File: src/rtl/serial_crc_accumulator_pkg.sv
// serial_crc_accumulator_pkg
//   Shared definitions for the serial CRC accumulator: FSM state encoding,
//   default CRC-8 generator and seed, frame-length limit and bit counter width.
//   No ports (package).
package serial_crc_accumulator_pkg;

  localparam int          CRC_WIDTH     = 8;
  localparam logic [7:0]  CRC_POLY      = 8'h07;  // x^8 term implicit
  localparam logic [7:0]  CRC_INIT      = 8'h00;
  localparam int          CRC_MAX_BITS  = 1024;
  localparam int          CNT_WIDTH     = 16;

  typedef enum logic [1:0] {
    IDLE = 2'b00,
    RUN  = 2'b01,
    DONE = 2'b10
  } state_t;

endpackage

File: src/rtl/serial_crc_accumulator_crc_lfsr_step.sv
// crc_lfsr_step
//   One MSB-first step of an XOR-feedback LFSR CRC. Purely combinational.
//   Ports:
//     crc       in  WIDTH  current CRC register value
//     data_bit  in  1      serial bit being folded in
//     load_init in  1      start the step from INIT instead of crc (first bit of a frame)
//     next_crc  out WIDTH  CRC after absorbing data_bit
module crc_lfsr_step #(
  parameter int               WIDTH = 8,
  parameter logic [WIDTH-1:0] POLY  = 8'h07,
  parameter logic [WIDTH-1:0] INIT  = 8'h00
) (
  input  logic [WIDTH-1:0] crc,
  input  logic             data_bit,
  input  logic             load_init,
  output logic [WIDTH-1:0] next_crc
);

  logic [WIDTH-1:0] base;
  logic             fb;

  always_comb begin
    base     = load_init ? INIT : crc;
    fb       = base[WIDTH-1] ^ data_bit;
    next_crc = {base[WIDTH-2:0], 1'b0} ^ (fb ? POLY : '0);
  end

endmodule

File: src/rtl/serial_crc_accumulator.sv
// serial_crc_accumulator
//   Folds a serial bit stream into a CRC, one accepted bit per cycle, with
//   frames delimited by sof/eof. The completed frame's CRC, bit count and
//   overflow flag are presented on a valid/ready result port.
//   Ports:
//     clk        in   1          rising-edge clock
//     rst_n      in   1          asynchronous active-low reset
//     in_bit     in   1          serial data bit
//     in_valid   in   1          in_bit valid this cycle
//     in_sof     in   1          in_bit is the first bit of a frame
//     in_eof     in   1          in_bit is the last bit of a frame
//     in_ready   out  1          a bit offered this cycle is accepted
//     crc_out    out  WIDTH      CRC of the completed frame
//     bit_count  out  CNT_WIDTH  bits in the completed frame (saturating)
//     frame_err  out  1          completed frame exceeded MAX_BITS
//     out_valid  out  1          result fields valid
//     out_ready  in   1          downstream takes the result
module serial_crc_accumulator
  import serial_crc_accumulator_pkg::*;
#(
  parameter int               WIDTH    = CRC_WIDTH,
  parameter logic [WIDTH-1:0] POLY     = CRC_POLY,
  parameter logic [WIDTH-1:0] INIT     = CRC_INIT,
  parameter int               MAX_BITS = CRC_MAX_BITS
) (
  input  logic                 clk,
  input  logic                 rst_n,
  input  logic                 in_bit,
  input  logic                 in_valid,
  input  logic                 in_sof,
  input  logic                 in_eof,
  output logic                 in_ready,
  output logic [WIDTH-1:0]     crc_out,
  output logic [CNT_WIDTH-1:0] bit_count,
  output logic                 frame_err,
  output logic                 out_valid,
  input  logic                 out_ready
);

  localparam logic [31:0] MAX_BITS_W = 32'(MAX_BITS);

  state_t                 state_reg, state_next;
  logic [WIDTH-1:0]       crc_reg, crc_step;
  logic [CNT_WIDTH-1:0]   cnt_reg, cnt_acc;
  logic                   err_reg, err_acc;
  logic                   ready_reg;
  logic [WIDTH-1:0]       crc_out_reg;
  logic [CNT_WIDTH-1:0]   bit_count_reg;
  logic                   frame_err_reg;
  logic                   accept;
  logic                   upd;
  logic                   capture;

  // in_ready is registered from the next state so it is 0 while in reset and
  // drops in the same cycle the FSM enters DONE.
  assign in_ready  = ready_reg;
  assign accept    = in_valid & ready_reg;
  assign out_valid = (state_reg == DONE);
  assign crc_out   = crc_out_reg;
  assign bit_count = bit_count_reg;
  assign frame_err = frame_err_reg & out_valid;

  // A sof bit restarts the LFSR from INIT, whether in IDLE or mid-frame.
  crc_lfsr_step #(
    .WIDTH (WIDTH),
    .POLY  (POLY),
    .INIT  (INIT)
  ) u_step (
    .crc       (crc_reg),
    .data_bit  (in_bit),
    .load_init (in_sof),
    .next_crc  (crc_step)
  );

  // Counter and overflow flag as they would be after absorbing this bit.
  // "Would exceed MAX_BITS" is cnt+1 > MAX_BITS, i.e. cnt >= MAX_BITS.
  always_comb begin
    cnt_acc = cnt_reg;
    err_acc = err_reg;
    if (in_sof) begin
      cnt_acc = CNT_WIDTH'(1);
      err_acc = (MAX_BITS_W == 32'd0);
    end else begin
      cnt_acc = (cnt_reg == '1) ? cnt_reg : cnt_reg + CNT_WIDTH'(1);
      err_acc = err_reg | (32'(cnt_reg) >= MAX_BITS_W);
    end
  end

  always_comb begin
    state_next = state_reg;
    upd        = 1'b0;
    capture    = 1'b0;
    unique case (state_reg)
      IDLE: begin
        // Bits without sof are dropped here.
        if (accept && in_sof) begin
          upd        = 1'b1;
          capture    = in_eof;
          state_next = in_eof ? DONE : RUN;
        end
      end
      RUN: begin
        if (accept) begin
          upd        = 1'b1;
          capture    = in_eof;
          state_next = in_eof ? DONE : RUN;
        end
      end
      DONE: begin
        if (out_ready) state_next = IDLE;
      end
      default: state_next = IDLE;
    endcase
  end

  always_ff @(posedge clk or negedge rst_n) begin
    if (!rst_n) begin
      state_reg <= IDLE;
      ready_reg <= 1'b0;
    end else begin
      state_reg <= state_next;
      ready_reg <= (state_next != DONE);
    end
  end

  always_ff @(posedge clk or negedge rst_n) begin
    if (!rst_n) begin
      crc_reg       <= INIT;
      cnt_reg       <= '0;
      err_reg       <= 1'b0;
      crc_out_reg   <= '0;
      bit_count_reg <= '0;
      frame_err_reg <= 1'b0;
    end else begin
      if (upd) begin
        crc_reg <= crc_step;
        cnt_reg <= cnt_acc;
        err_reg <= err_acc;
      end
      if (capture) begin
        crc_out_reg   <= crc_step;
        bit_count_reg <= cnt_acc;
        frame_err_reg <= err_acc;
      end
    end
  end

endmodule

File: config.mk
export PLATFORM = sky130hd
export DESIGN_NAME = serial_crc_accumulator
export DESIGN_NICKNAME = d
export VERILOG_FILES = /design/src/rtl/serial_crc_accumulator_pkg.sv /design/src/rtl/serial_crc_accumulator_crc_lfsr_step.sv /design/src/rtl/serial_crc_accumulator.sv
export SDC_FILE = /design/constraint.sdc
export NUM_CORES = 1
export LEC_CHECK = 0
export CAP_MARGIN = 20
export CORE_MARGIN = 1
export CORE_UTILIZATION = 45
export DETAILED_ROUTE_END_ITERATION = 12
export PLACE_DENSITY = 0.64
export SYNTH_ARGS = -nofsm -noshare
export SYNTH_HDL_FRONTEND = slang
export SYNTH_SLANG_ARGS = --single-unit
File: constraint.sdc
create_clock -name clk -period 5.45 [get_ports clk]
set_input_delay 1.09 -clock clk [delete_from_list [all_inputs] [get_ports clk]]
set_output_delay 1.09 -clock clk [all_outputs]
set_load 0.005 [all_outputs]
# [Word-level counts from Yosys, hierarchy flattened]
# Index checks and enable logic that the tools add are counted.
# W data, S select, Z words.
[word_totals] inputBits=7 reg_bits=53 wordCells=37 out_inout_bits=27
[op_classes] addsub=1 n_eq_ne=4 n_reduce_logical=2 muxes=16 bitwise=5 order_cmp=1
[ops] op="$mux W16" n=2
[ops] op="$add A16 B1 Y16 const B" n=1
[ops] op="$eq A16 B16 Y1 const B" n=1
[ops] op="$ge A16 B11 Y1 const B" n=1
[ops] op="$mux W2" n=4
[ops] op="$mux W8" n=1
[ops] op="$xor A8 B8 Y8" n=1
[ops] op="$pmux W2 S3" n=1
[ops] op="$mux W1" n=5
[ops] op="$pmux W1 S2" n=2
[ops] op="$mux W3" n=1
[ops] op="$and A1 B1 Y1" n=2
[ops] op="$eq A2 B1 Y1 const B" n=1
[ops] op="$eq A2 B2 Y1 const B" n=1
[ops] op="$logic_not A2 Y1" n=1
[ops] op="$ne A2 B2 Y1 const B" n=1
[ops] op="$logic_and A1 B1 Y1" n=1
[ops] op="$or A1 B1 Y1" n=1
[ops] op="$xor A1 B1 Y1" n=1

# [Longest topological paths before layout]
# Gate-level depths: netlist of run 1.
[depth] word_depth=5 depth_mapped=6 ltp_nobuf=5

# [Hierarchy]
# Synthesis of run 1 repeated with hierarchy kept, for this count alone.
[hier_totals] cells_unflattened=337 area_unflattened_um2=2975.4
[by_module_without_submodules] module="serial_crc_accumulator" seq_area_each_um2=1326.3 area_each_um2=2879.0 cells_each=323 n_inst=1
[by_module_without_submodules] module="crc_lfsr_step" seq_area_each_um2=0.0 area_each_um2=96.3 cells_each=14 n_inst=1

# [Worst setup path before layout of run 1]
# OpenSTA, ideal clock, no wires.
[synth_timing] path_kind="input-to-reg" start="in in_sof" end="reg bit_count_reg[8] (netlist: bit_count[8])" path_buffers=2 setup_time_ns=0.104 path_slack_ns=3.196 arrival_time_ns=2.151 required_time_ns=5.346 stages=6 cell_sequence="nor2_1 or2_2 buf_2 clkbuf_1 nand2_1 o41ai_2"
[synth_between] elab_chain_cells=3 elab_cells_between_ends=4 cone_classes="mux (3); reduce/logical (1)"
[synth_rtl] item="start: declaration" line="serial_crc_accumulator.sv:30" text="input logic in_sof,"
[synth_rtl] item="$logic_and A1 B1 Y1" line="serial_crc_accumulator.sv:96" text="if (accept && in_sof) begin"
[synth_rtl] item="$mux W1" line="serial_crc_accumulator.sv:96"
[synth_rtl] item="$pmux W1 S2" line="serial_crc_accumulator.sv:93" text="unique case (state_reg)"
[synth_rtl] item="end signal: assignment" line="serial_crc_accumulator.sv:142" text="bit_count_reg <= cnt_acc;"
[synth_rtl] item="end: declaration" line="serial_crc_accumulator.sv:48" text="logic [CNT_WIDTH-1:0] bit_count_reg;"
# Parallel ways exist; a longest one is shown, timed or not.
# A chain may end at the register's enable or synchronous reset.

# [Worst setup path after layout of run 1]
[layout_timing] start="in in_sof" end="reg cnt_reg[9]"
[layout_between] elab_chain_cells=3 elab_cells_between_ends=4 cone_classes="mux (3); reduce/logical (1)"
[layout_rtl] item="$logic_and A1 B1 Y1" line="serial_crc_accumulator.sv:96"
[layout_rtl] item="$mux W1" line="serial_crc_accumulator.sv:96"
[layout_rtl] item="$pmux W1 S2" line="serial_crc_accumulator.sv:93"
[layout_rtl] item="end signal: assignment" line="serial_crc_accumulator.sv:137" text="cnt_reg <= cnt_acc;"
[layout_rtl] item="end: declaration" line="serial_crc_accumulator.sv:44" text="logic [CNT_WIDTH-1:0] cnt_reg, cnt_acc;"
# Parallel ways exist; a longest one is shown, timed or not.

==> run metrics, run 1 <==
outcome finished, final reports clean; post-synthesis average cell area ~9.6 µm²; total placed cells including tap cells about 380; core utilization of the finished layout between 50% and 60%; cells after synthesis 292; number of slew-limit violations in the final report 0; final layout net count between 300 and 400; launch point of the critical path in_sof; number of sinks handled by clock tree synthesis 53; max_cap viols 0; combined area of all synthesized cells 2810 µm²; insertion delay of the later-clocked pin in the worst-skew pair between 0.3 and 0.4 ns; detailed-route DRC error count 0; TritonCTS Buffers 5; FF+latch count, synth 53; area grow syn2layout 16.2%; CP Launch Type input port; post-DR wirelength/cell between 15 and 20 µm; count of instances resized after the clock tree is built 0; antenna-violating nets left 0; Detailed Place HPWL between 4000 and 5000 µm; initial antenna violation count 0; Synth Net Count between 300 and 400; TNS Setup 0 ns; Clock Skews between 0.006 and 0.007 ns; Worst Setup Slack post-DPL 2.12 ns; root buffer cell sky130_fd_sc_hd__clkbuf_8; VDD IR max 0.226 mV; power density relative to cell area about 350 nW/µm²; sequential cell area fraction in the yosys report roughly 47%; total power consumption of the routed design between 0.001 and 0.0015 W; clock transition at the register clock pins on the worst setup and hold paths after CTS 0.09 ns; area enclosed by the die boundary 6560 µm²; peak fanout along the critical path 23; EDFF count, synth 0; Post-CTS Hold Fix Bufs 0; final weighted congestion in routability-driven placement slightly above 0.8; share of layout cells above drive strength 1 under 10%; Fin. Hold Viols 0; class of the tightest hold or removal check flop to flop; static leakage about 1.4 nW; post-route clock period utilization a little over half; number of rows created at floorplan 28; count of endpoints failing setup in the final report 0; category of the most critical setup path input port to flop; CTS tree yes; endpoint class of the critical path flop; vias in the first global route about 2100; data arrival time at the worst-slack endpoint roughly 3.2 ns; Floorplan Core Area 5960 µm²; Congestion Overflow GR 0; routed wire length about 6100 µm; Reg2Reg Depth 5; Max Root-Sink Buffers 2; worst reg2reg path startpoint cnt_reg[1]$_DFFE_PN0P_; initial standard-cell utilization of the core a little under half; setup slack after layout approximately 2.5 ns; count of vias placed by the detailed router about 2300; wire length of the first global-routing pass between 10000 and 15000 µm; number of warnings issued by yosys 0; pin count of the biggest net entering global routing 54; H-tree lvl count 2; leading register cell type out of synthesis sky130_fd_sc_hd__dfrtp_1; worst flop-to-flop path endpoint bit_count[2]$_DFFE_PN0P_; worst rel slew slack 38.6%; count of cell types in the netlist 56; number of input and output port buffers inserted 33; filler instances approximately 570; Peak Freq between 300 and 400 MHz; chip height between 80 and 90 µm; number of placed I/O pins 34; final critical path time including I/O delays and setup ~3 ns; transition time of the tightest slew-check pin 0.914 ns; Register-to-Register Setup Slack 3.09 ns; RSZ-0062 raised after global routing false; Die Span X 81.0 µm; count of buffers added by post-CTS timing repair for setup 0; required time of the critical path approximately 5.7 ns; GRT Total Usage around a fifth; worst setup path endpoint cnt_reg[9]$_DFFE_PN0P_; number of DRC markers in iteration 0 ~140; Synth async-reset ratio 100%; first-pass iteration count of the detailed router 4; number of non-filler instances in the completed layout between 300 and 400; count of inserted antenna diode cells 0; average via count per standard cell slightly below 6
==> report_power, final <==
part           switching, W  internal [W]
logic              0.000158      0.000167
registers         0.0000890      0.000481
clock network      0.000126      0.000115
total              0.000373      0.000763
==> kinds of logic (layout without fill, tap and decap cells) <==
family,after synthesis,after routing,synth area share (%)
flip-flops,53,53,47.2
adder cells (fa/ha/maj),2,2,0.891
AO/OA/AOI/OAI,79,79,19.5
multiplexers,3,3,1.16
buffers and inverters,29,53,4.63
AND/OR/NAND/NOR,120,120,24.7
XOR/XNOR,6,6,1.87
==> cell type report <==
type                            count  area, µm²  area share, %
Timing Repair Buffer               37        359           11.0
Clock inverter                      1       5.00          0.153
Sequential cell                    53       1330           40.6
Inverter                            8       30.0          0.920
Multi-Input combinational cell    210       1350           41.4
Tap cell                           75       93.8           2.88
Clock buffer                        7       96.3           2.95
==> critical path, stage by stage <==
cell and delay [ns]:
sky130_fd_sc_hd__clkdlybuf4s50_1 0.46, sky130_fd_sc_hd__buf_4 0.26, sky130_fd_sc_hd__nor2_1 0.17, sky130_fd_sc_hd__or3_1 0.60
sky130_fd_sc_hd__or3_1 0.39, sky130_fd_sc_hd__o311ai_1 0.22
==> Yosys cell counts (all sizes together) (2+ instances only) <==
| cell type | number | area share [%] |
|---|---|---|
| a21oi | 12 | 2.3 |
| a22o | 5 | 1.6 |
| a22oi | 2 | 0.53 |
| a31o | 2 | 0.62 |
| a31oi | 6 | 1.3 |
| a41o | 2 | 0.71 |
| and3 | 4 | 0.89 |
| and4 | 4 | 1.2 |
| buf | 13 | 2.5 |
| clkbuf | 8 | 1.1 |
| dfrtp | 53 | 47 |
| ha | 2 | 0.89 |
| inv | 8 | 1.1 |
| mux2 | 2 | 0.80 |
| nand2 | 47 | 6.3 |
| nand3 | 11 | 2.1 |
| nand4 | 10 | 3.5 |
| nor2 | 11 | 1.5 |
| nor2b | 3 | 0.67 |
| nor3 | 9 | 2.1 |
| nor4 | 6 | 1.9 |
| o211ai | 8 | 2.1 |
| o21ai | 23 | 4.1 |
| o311ai | 6 | 1.9 |
| o31ai | 3 | 0.98 |
| o41ai | 3 | 1.2 |
| or3 | 6 | 1.5 |
| or4 | 5 | 1.5 |
| xnor2 | 6 | 1.9 |
==> metrics by stage <==
stage / area (µm²) / hold WS [ns]
5_1_grt: 3260 / 0.516
3_5_place_dp: 3150 / 0.469
2_1_floorplan: 2810 / 0.447
6_report: 3260 / 0.481
3_3_place_gp: 3150 / 0.462
4_1_cts: 3250 / 0.490
==> worst min-delay path by stage <==
stage                     depth (start not counted)                     start                       end  slack (ns)
final                                             2  bit_count[3]$_DFFE_PN0P_  bit_count[3]$_DFFE_PN0P_        0.48
after global routing                              2  bit_count[3]$_DFFE_PN0P_  bit_count[3]$_DFFE_PN0P_        0.52
after CTS                                         2  bit_count[3]$_DFFE_PN0P_  bit_count[3]$_DFFE_PN0P_        0.49
after detailed placement                          2  bit_count[3]$_DFFE_PN0P_  bit_count[3]$_DFFE_PN0P_        0.47
after global placement                            2    crc_out[6]$_DFFE_PN0P_    crc_out[6]$_DFFE_PN0P_        0.46
after floorplan                                   2       err_reg$_DFFE_PN0P_       err_reg$_DFFE_PN0P_        0.45
==> layer usage <==
layer	GRT usage [%]	vias up	share of wire [%]
met5	0	-	0
met4	7.50	0	1.1
met3	3.37	4	4.5
met2	32.6	52	47
met1	30.5	1126	48
li1	-	1129	-
==> layout by cell type (no fill, tap or decap), types with 3 or more instances in the layout <==
master,count
sky130_fd_sc_hd__o311ai_0,3
sky130_fd_sc_hd__and3_1,4
sky130_fd_sc_hd__nor3_1,6
sky130_fd_sc_hd__buf_4,3
sky130_fd_sc_hd__clkdlybuf4s50_1,32
sky130_fd_sc_hd__o21ai_0,19
sky130_fd_sc_hd__nand2_1,47
sky130_fd_sc_hd__a22o_1,5
sky130_fd_sc_hd__nand4_1,7
sky130_fd_sc_hd__o211ai_1,8
sky130_fd_sc_hd__a21oi_1,11
sky130_fd_sc_hd__o311ai_1,3
sky130_fd_sc_hd__inv_1,8
sky130_fd_sc_hd__nor2_1,11
sky130_fd_sc_hd__nor3_2,3
sky130_fd_sc_hd__or4_1,4
sky130_fd_sc_hd__nor4_1,5
sky130_fd_sc_hd__xnor2_1,6
sky130_fd_sc_hd__nor2b_1,3
sky130_fd_sc_hd__o21ai_1,4
sky130_fd_sc_hd__dfrtp_1,53
sky130_fd_sc_hd__a31oi_1,6
sky130_fd_sc_hd__clkbuf_8,7
sky130_fd_sc_hd__or3_1,5
sky130_fd_sc_hd__and4_1,4
sky130_fd_sc_hd__nand3_1,10
Note: power is estimated with default switching activity, not from simulation.
==> inputs of run 2 (changes only) <==
--- a/config.mk
+++ b/config.mk
@@ -9,7 +9,7 @@
 export CORE_MARGIN = 1
 export CORE_UTILIZATION = 45
 export DETAILED_ROUTE_END_ITERATION = 12
-export PLACE_DENSITY = 0.64
+export PLACE_DENSITY = 0.66
 export SYNTH_ARGS = -nofsm -noshare
 export SYNTH_HDL_FRONTEND = slang
 export SYNTH_SLANG_ARGS = --single-unit
==> constraint.sdc (replaced) <==
create_clock -name clk -period 2.5 [get_ports clk]
set_input_delay 0.5 -clock clk [delete_from_list [all_inputs] [get_ports clk]]
set_output_delay 0.5 -clock clk [all_outputs]
set_load 0.005 [all_outputs]
==> run metrics, run 2 (synthesis gave the netlist of run 1 again) <==
count of inserted antenna diode cells 0; post-route clock period utilization roughly 87%; Fin. Hold Viols 0; GRT Total Usage between 20 and 25%; Peak Freq around 460 MHz; CP Launch Type flop; Crit. path cell count 6; CTS tree yes; H-tree lvl count 2; count of vias placed by the detailed router between 2000 and 2500; switching share of total power 32.4%; Max stage delay cell, worst path sky130_fd_sc_hd__nor4_4; worst rel slew slack ~63%; filler instances 539; Seq. cell area about 1300 µm²; Post-CTS Hold Fix Bufs 0; total power consumption of the routed design 0.00260 W; WHS 0.153 ns; pin count of the biggest net entering global routing 54; root buffer cell sky130_fd_sc_hd__clkbuf_8; initial antenna violation count 0; power density relative to cell area 772 nW/µm²; antenna-violating nets left 0; routing usage on met2 32.8%; met1 Track Usage GR between 30% and 40%; power dissipated by switching net loads 0.000842 W; worst path buffer plus inverter count 1; number of non-filler instances in the completed layout around 400; Congestion Overflow GR 0; number of DRC markers in iteration 0 roughly 230; Floorplan Core Area slightly below 6000 µm²; number of input and output port buffers inserted 33; Comb power frac ~28%; detailed-route DRC error count 0; endpoint class of the critical path flop; final layout net count roughly 330; routed wire length 6480 µm; area grow syn2layout 19.7%; first-pass iteration count of the detailed router 4; static leakage approximately 1.4 nW; required time of the critical path around 2.7 ns; part of the power in registers roughly half; final critical path time including I/O delays and setup between 2 and 2.5 ns; initial standard-cell utilization of the core between 40% and 50%; number of slew-limit violations in the final report 0; count of instances resized after the clock tree is built 0; average via count per standard cell slightly below 6; max_cap viols 0; area enclosed by the die boundary 6560 µm²; Die Span X roughly 81 µm; internal power roughly 0.0018 W; delay of the slowest cell on the worst path about 0.56 ns; TNS Setup 0 ns; most frequent standard cell in the layout excluding fill and tap cells sky130_fd_sc_hd__dfrtp_1; combined area of the multi-input logic cells between 1000 and 1500 µm²; wire length of the first global-routing pass between 10000 and 15000 µm; commonest cells after routing, fill and taps aside 53 x sky130_fd_sc_hd__dfrtp_1, 47 x sky130_fd_sc_hd__nand2_1, 32 x sky130_fd_sc_hd__clkdlybuf4s50_1; met3 track utilization from global routing between 3 and 4%; post-DR wirelength/cell 16.2 µm; number of sinks handled by clock tree synthesis 53; number of rows created at floorplan 28; outcome finished, final reports clean; VDD IR max a little over 0.4 mV; total placed cells including tap cells 391; final weighted congestion in routability-driven placement 0.814; cell class contributing the biggest share of worst-path delay simple AND/OR/NAND/NOR gates; category of the most critical setup path flop to flop; transition time of the tightest slew-check pin approximately 0.56 ns; Max Root-Sink Buffers 2; peak fanout along the critical path 7; busiest grt layer met2; count of buffers added by post-CTS timing repair for setup 0; count of endpoints failing setup in the final report 0; share of layout cells above drive strength 1 between 10% and 20%; Critical Path, Cell by Cell ha_1, nand3_2, nor4_4, buf_4, o311ai_0, nand3_1; number of placed I/O pins 34; chip height 81.0 µm; Clock Skews slightly below 0.01 ns; vias in the first global route about 2100; clock transition at the register clock pins on the worst setup and hold paths after CTS about 0.1 ns; class of the tightest hold or removal check input port to asynchronous set/reset pin; data arrival time at the worst-slack endpoint approximately 2.4 ns; Detailed Place HPWL 4380 µm; insertion delay of the later-clocked pin in the worst-skew pair 0.31 ns; RSZ-0062 raised after global routing false; Clock Power Share approximately a quarter; Reg2Reg Depth 6; TritonCTS Buffers 5
## run 2: path summary, 6_finish.rpt
kind | slack, ns | end | start
setup / recovery | 0.34 | cnt_reg[11]$_DFFE_PN0P_ | cnt_reg[1]$_DFFE_PN0P_
hold / removal | 0.15 | crc_reg[5]$_DFFE_PN0P_ | rst_n
setup reg to reg | 0.34 | cnt_reg[11]$_DFFE_PN0P_ | cnt_reg[1]$_DFFE_PN0P_
hold reg to reg | 0.48 | crc_out[7]$_DFFE_PN0P_ | crc_out[7]$_DFFE_PN0P_
max in group asynchronous | 2.08 | cnt_reg[13]$_DFFE_PN0P_ | rst_n
min in group clk | 0.48 | crc_out[7]$_DFFE_PN0P_ | crc_out[7]$_DFFE_PN0P_
## run 2: routing by layer
metal / vias up / share of wire (%)
li1: 1147 / -
met5: - / 0
met2: 62 / 44
met4: 0 / 1.3
met3: 9 / 5.0
met1: 1137 / 49
## run 2: cell type report
| type | count | area share, % |
|---|---|---|
| Multi-Input combinational cell | 210 | 40.2 |
| Clock inverter | 2 | 1.12 |
| Inverter | 8 | 0.893 |
| Clock buffer | 6 | 2.46 |
| Tap cell | 75 | 2.79 |
| Timing Repair Buffer | 45 | 13.1 |
| Sequential cell | 53 | 39.4 |
## run 2: metrics by stage
stage               utilization [%]  cell area [µm²]  worst slack, ns
finish                         56.5             3360            0.336
global route                   56.5             3360            0.225
CTS                            56.5             3360            0.330
detailed placement             54.5             3240            0.103
global placement               54.5             3240            0.211
floorplan                         -             2810            0.774
## run 2: power by group through the flow
stage	registers [W]	clock network (W)	logic (W)
after detailed placement	0.00126	0	0.000737
after global placement	0.00126	0	0.000722
after floorplan	0.00119	0	0.000462
after global routing	0.00128	0.000666	0.000829
final	0.00125	0.000613	0.000735
after CTS	0.00125	0.000628	0.000744
==> inputs of run 3 (changes only) <==
--- a/config.mk
+++ b/config.mk
@@ -7,9 +7,9 @@
 export LEC_CHECK = 0
 export CAP_MARGIN = 20
 export CORE_MARGIN = 1
-export CORE_UTILIZATION = 45
+export CORE_UTILIZATION = 35
 export DETAILED_ROUTE_END_ITERATION = 12
-export PLACE_DENSITY = 0.66
+export PLACE_DENSITY = 0.53
 export SYNTH_ARGS = -nofsm -noshare
 export SYNTH_HDL_FRONTEND = slang
 export SYNTH_SLANG_ARGS = --single-unit
==> run metrics, run 3 (synthesis gave the netlist of run 1 again) <==
number of slew-limit violations in the final report 0; count of buffers added by post-CTS timing repair for setup 0; root buffer cell sky130_fd_sc_hd__clkbuf_8; filler instances around 750; metal2 WL slightly above 3000 µm; wire length of the first global-routing pass approximately 12000 µm; post-DR wirelength/cell 16.1 µm; delay of the slowest cell on the worst path 0.50 ns; RSZ-0062 raised after global routing false; switching share of total power about 33%; Die Span X between 90 and 100 µm; launch point of the critical path state_reg[1]$_DFF_PN0_; number of input and output port buffers inserted 33; clock transition at the register clock pins on the worst setup and hold paths after CTS 0.09 ns; Post-CTS Hold Fix Bufs 0; Metal-1 WL ~3500 µm; combined area of the multi-input logic cells 1350 µm²; TNS Setup 0 ns; category of the most critical setup path flop to primary output; highest routed metal layer met4; Fin. Hold Viols 0; vias in the first global route between 2000 and 2500; count of instances resized after the clock tree is built 0; worst path buffer plus inverter count 1; Comb power frac approximately 29%; commonest cells after routing, fill and taps aside 53 x sky130_fd_sc_hd__dfrtp_1, 47 x sky130_fd_sc_hd__nand2_1, 32 x sky130_fd_sc_hd__clkdlybuf4s50_1; worst flop-to-flop path endpoint cnt_reg[15]$_DFFE_PN0P_; Reg2Reg Depth 6; number of placed I/O pins 34; final weighted congestion in routability-driven placement between 0.8 and 0.9; number of sinks handled by clock tree synthesis 53; total placed cells including tap cells approximately 420; CTS tree yes; peak fanout along the critical path 8; average via count per standard cell about 5.5; initial standard-cell utilization of the core between 30% and 40%; max_cap viols 0; chip height between 90 and 100 µm; worst rel slew slack between 70% and 80%; Max Root-Sink Buffers 2; static leakage around 1.4 nW; share of layout cells above drive strength 1 12.8%; antenna-violating nets left 0; class of the tightest hold or removal check input port to asynchronous set/reset pin; worst reg2reg path startpoint cnt_reg[1]$_DFFE_PN0P_; count of vias placed by the detailed router about 2400; detailed-route DRC error count 0; final critical path time including I/O delays and setup approximately 2.1 ns; first-pass iteration count of the detailed router 4; Clock Skews approximately 0.0034 ns; Register-to-Register Setup Slack around 0.53 ns; H-tree lvl count 2; Peak Freq 465 MHz; most frequent standard cell in the layout excluding fill and tap cells sky130_fd_sc_hd__dfrtp_1; area enclosed by the die boundary between 8000 and 9000 µm²; WHS between 0.1 and 0.15 ns; post-route clock period utilization a little under nine tenths; area grow syn2layout 20.5%; number of DRC markers in iteration 0 156; Clock Power Share between 20% and 30%; part of the power in registers 48.9%; power density relative to cell area around 760 nW/µm²; Congestion Overflow GR 0; outcome finished, final reports clean; internal power around 0.0017 W; insertion delay of the later-clocked pin in the worst-skew pair just over 0.3 ns; GRT Total Usage about 18%; number of non-filler instances in the completed layout approximately 430; VDD IR max 0.316 mV; CP Launch Type flop; data arrival time at the worst-slack endpoint ~1.7 ns; routed wire length ~7000 µm; transition time of the tightest slew-check pin 0.423 ns; Detailed Place HPWL around 4900 µm; TritonCTS Buffers 5; pin count of the biggest net entering global routing 24; required time of the critical path ~2.0 ns; Seq. cell area roughly 1300 µm²; number of rows created at floorplan 32; cell class contributing the biggest share of worst-path delay flip-flops; Max stage delay cell, worst path sky130_fd_sc_hd__dfrtp_1; Floorplan Core Area between 7000 and 8000 µm²; initial antenna violation count 0; Critical Path, Cell by Cell nor2b_1, and2_1, clkdlybuf4s50_1; Detail Route met3 WL 291 µm; final layout net count 336; endpoint class of the critical path primary output; count of inserted antenna diode cells 0; count of endpoints failing setup in the final report 0; power dissipated by switching net loads approximately 0.00084 W
run 3: layer usage:
layer | up-vias | GRT usage [%]
li1 | 1153 | -
met2 | 62 | 25.7
met3 | 11 | 3.27
met4 | 0 | 5.95
met5 | - | 0
met1 | 1138 | 27.0
run 3: final cells by class:
cell class | count | share of cell area (%)
Tap cell | 102 | 3.77
Sequential cell | 53 | 39.2
Multi-Input combinational cell | 210 | 39.9
Clock buffer | 5 | 2.03
Timing Repair Buffer | 49 | 13.2
Inverter | 8 | 0.887
Clock inverter | 2 | 1.03
run 3: per-stage QoR:
step,worst slack (ns),utilization [%],cell area (µm²),power [W]
3_3_place_gp,0.209,42.5,3280,0.00200
3_5_place_dp,0.187,42.5,3280,0.00202
5_1_grt,0.230,43.8,3390,0.00276
4_1_cts,0.324,43.8,3390,0.00260
6_report,0.351,43.8,3390,0.00257
2_1_floorplan,0.774,-,2810,0.00165
run 3: power groups by stage:
stage / registers [W] / logic [W] / clock network [W]
after floorplan: 0.00119 / 0.000462 / 0
after global placement: 0.00126 / 0.000735 / 0
after detailed placement: 0.00127 / 0.000744 / 0
after CTS: 0.00126 / 0.000746 / 0.000595
after global routing: 0.00129 / 0.000833 / 0.000632
final: 0.00125 / 0.000737 / 0.000575
run 3: worst max-delay path by stage:
| stage | endpoint | slack, ns | cells after the start |
|---|---|---|---|
| 6_report | frame_err | 0.35 | 3 |
| 5_1_grt | frame_err | 0.23 | 3 |
| 4_1_cts | frame_err | 0.32 | 3 |
| 3_5_place_dp | cnt_reg[6]$_DFFE_PN0P_ | 0.19 | 6 |
| 3_3_place_gp | cnt_reg[6]$_DFFE_PN0P_ | 0.21 | 6 |
| 2_1_floorplan | bit_count[0]$_DFFE_PN0P_ | 0.77 | 6 |
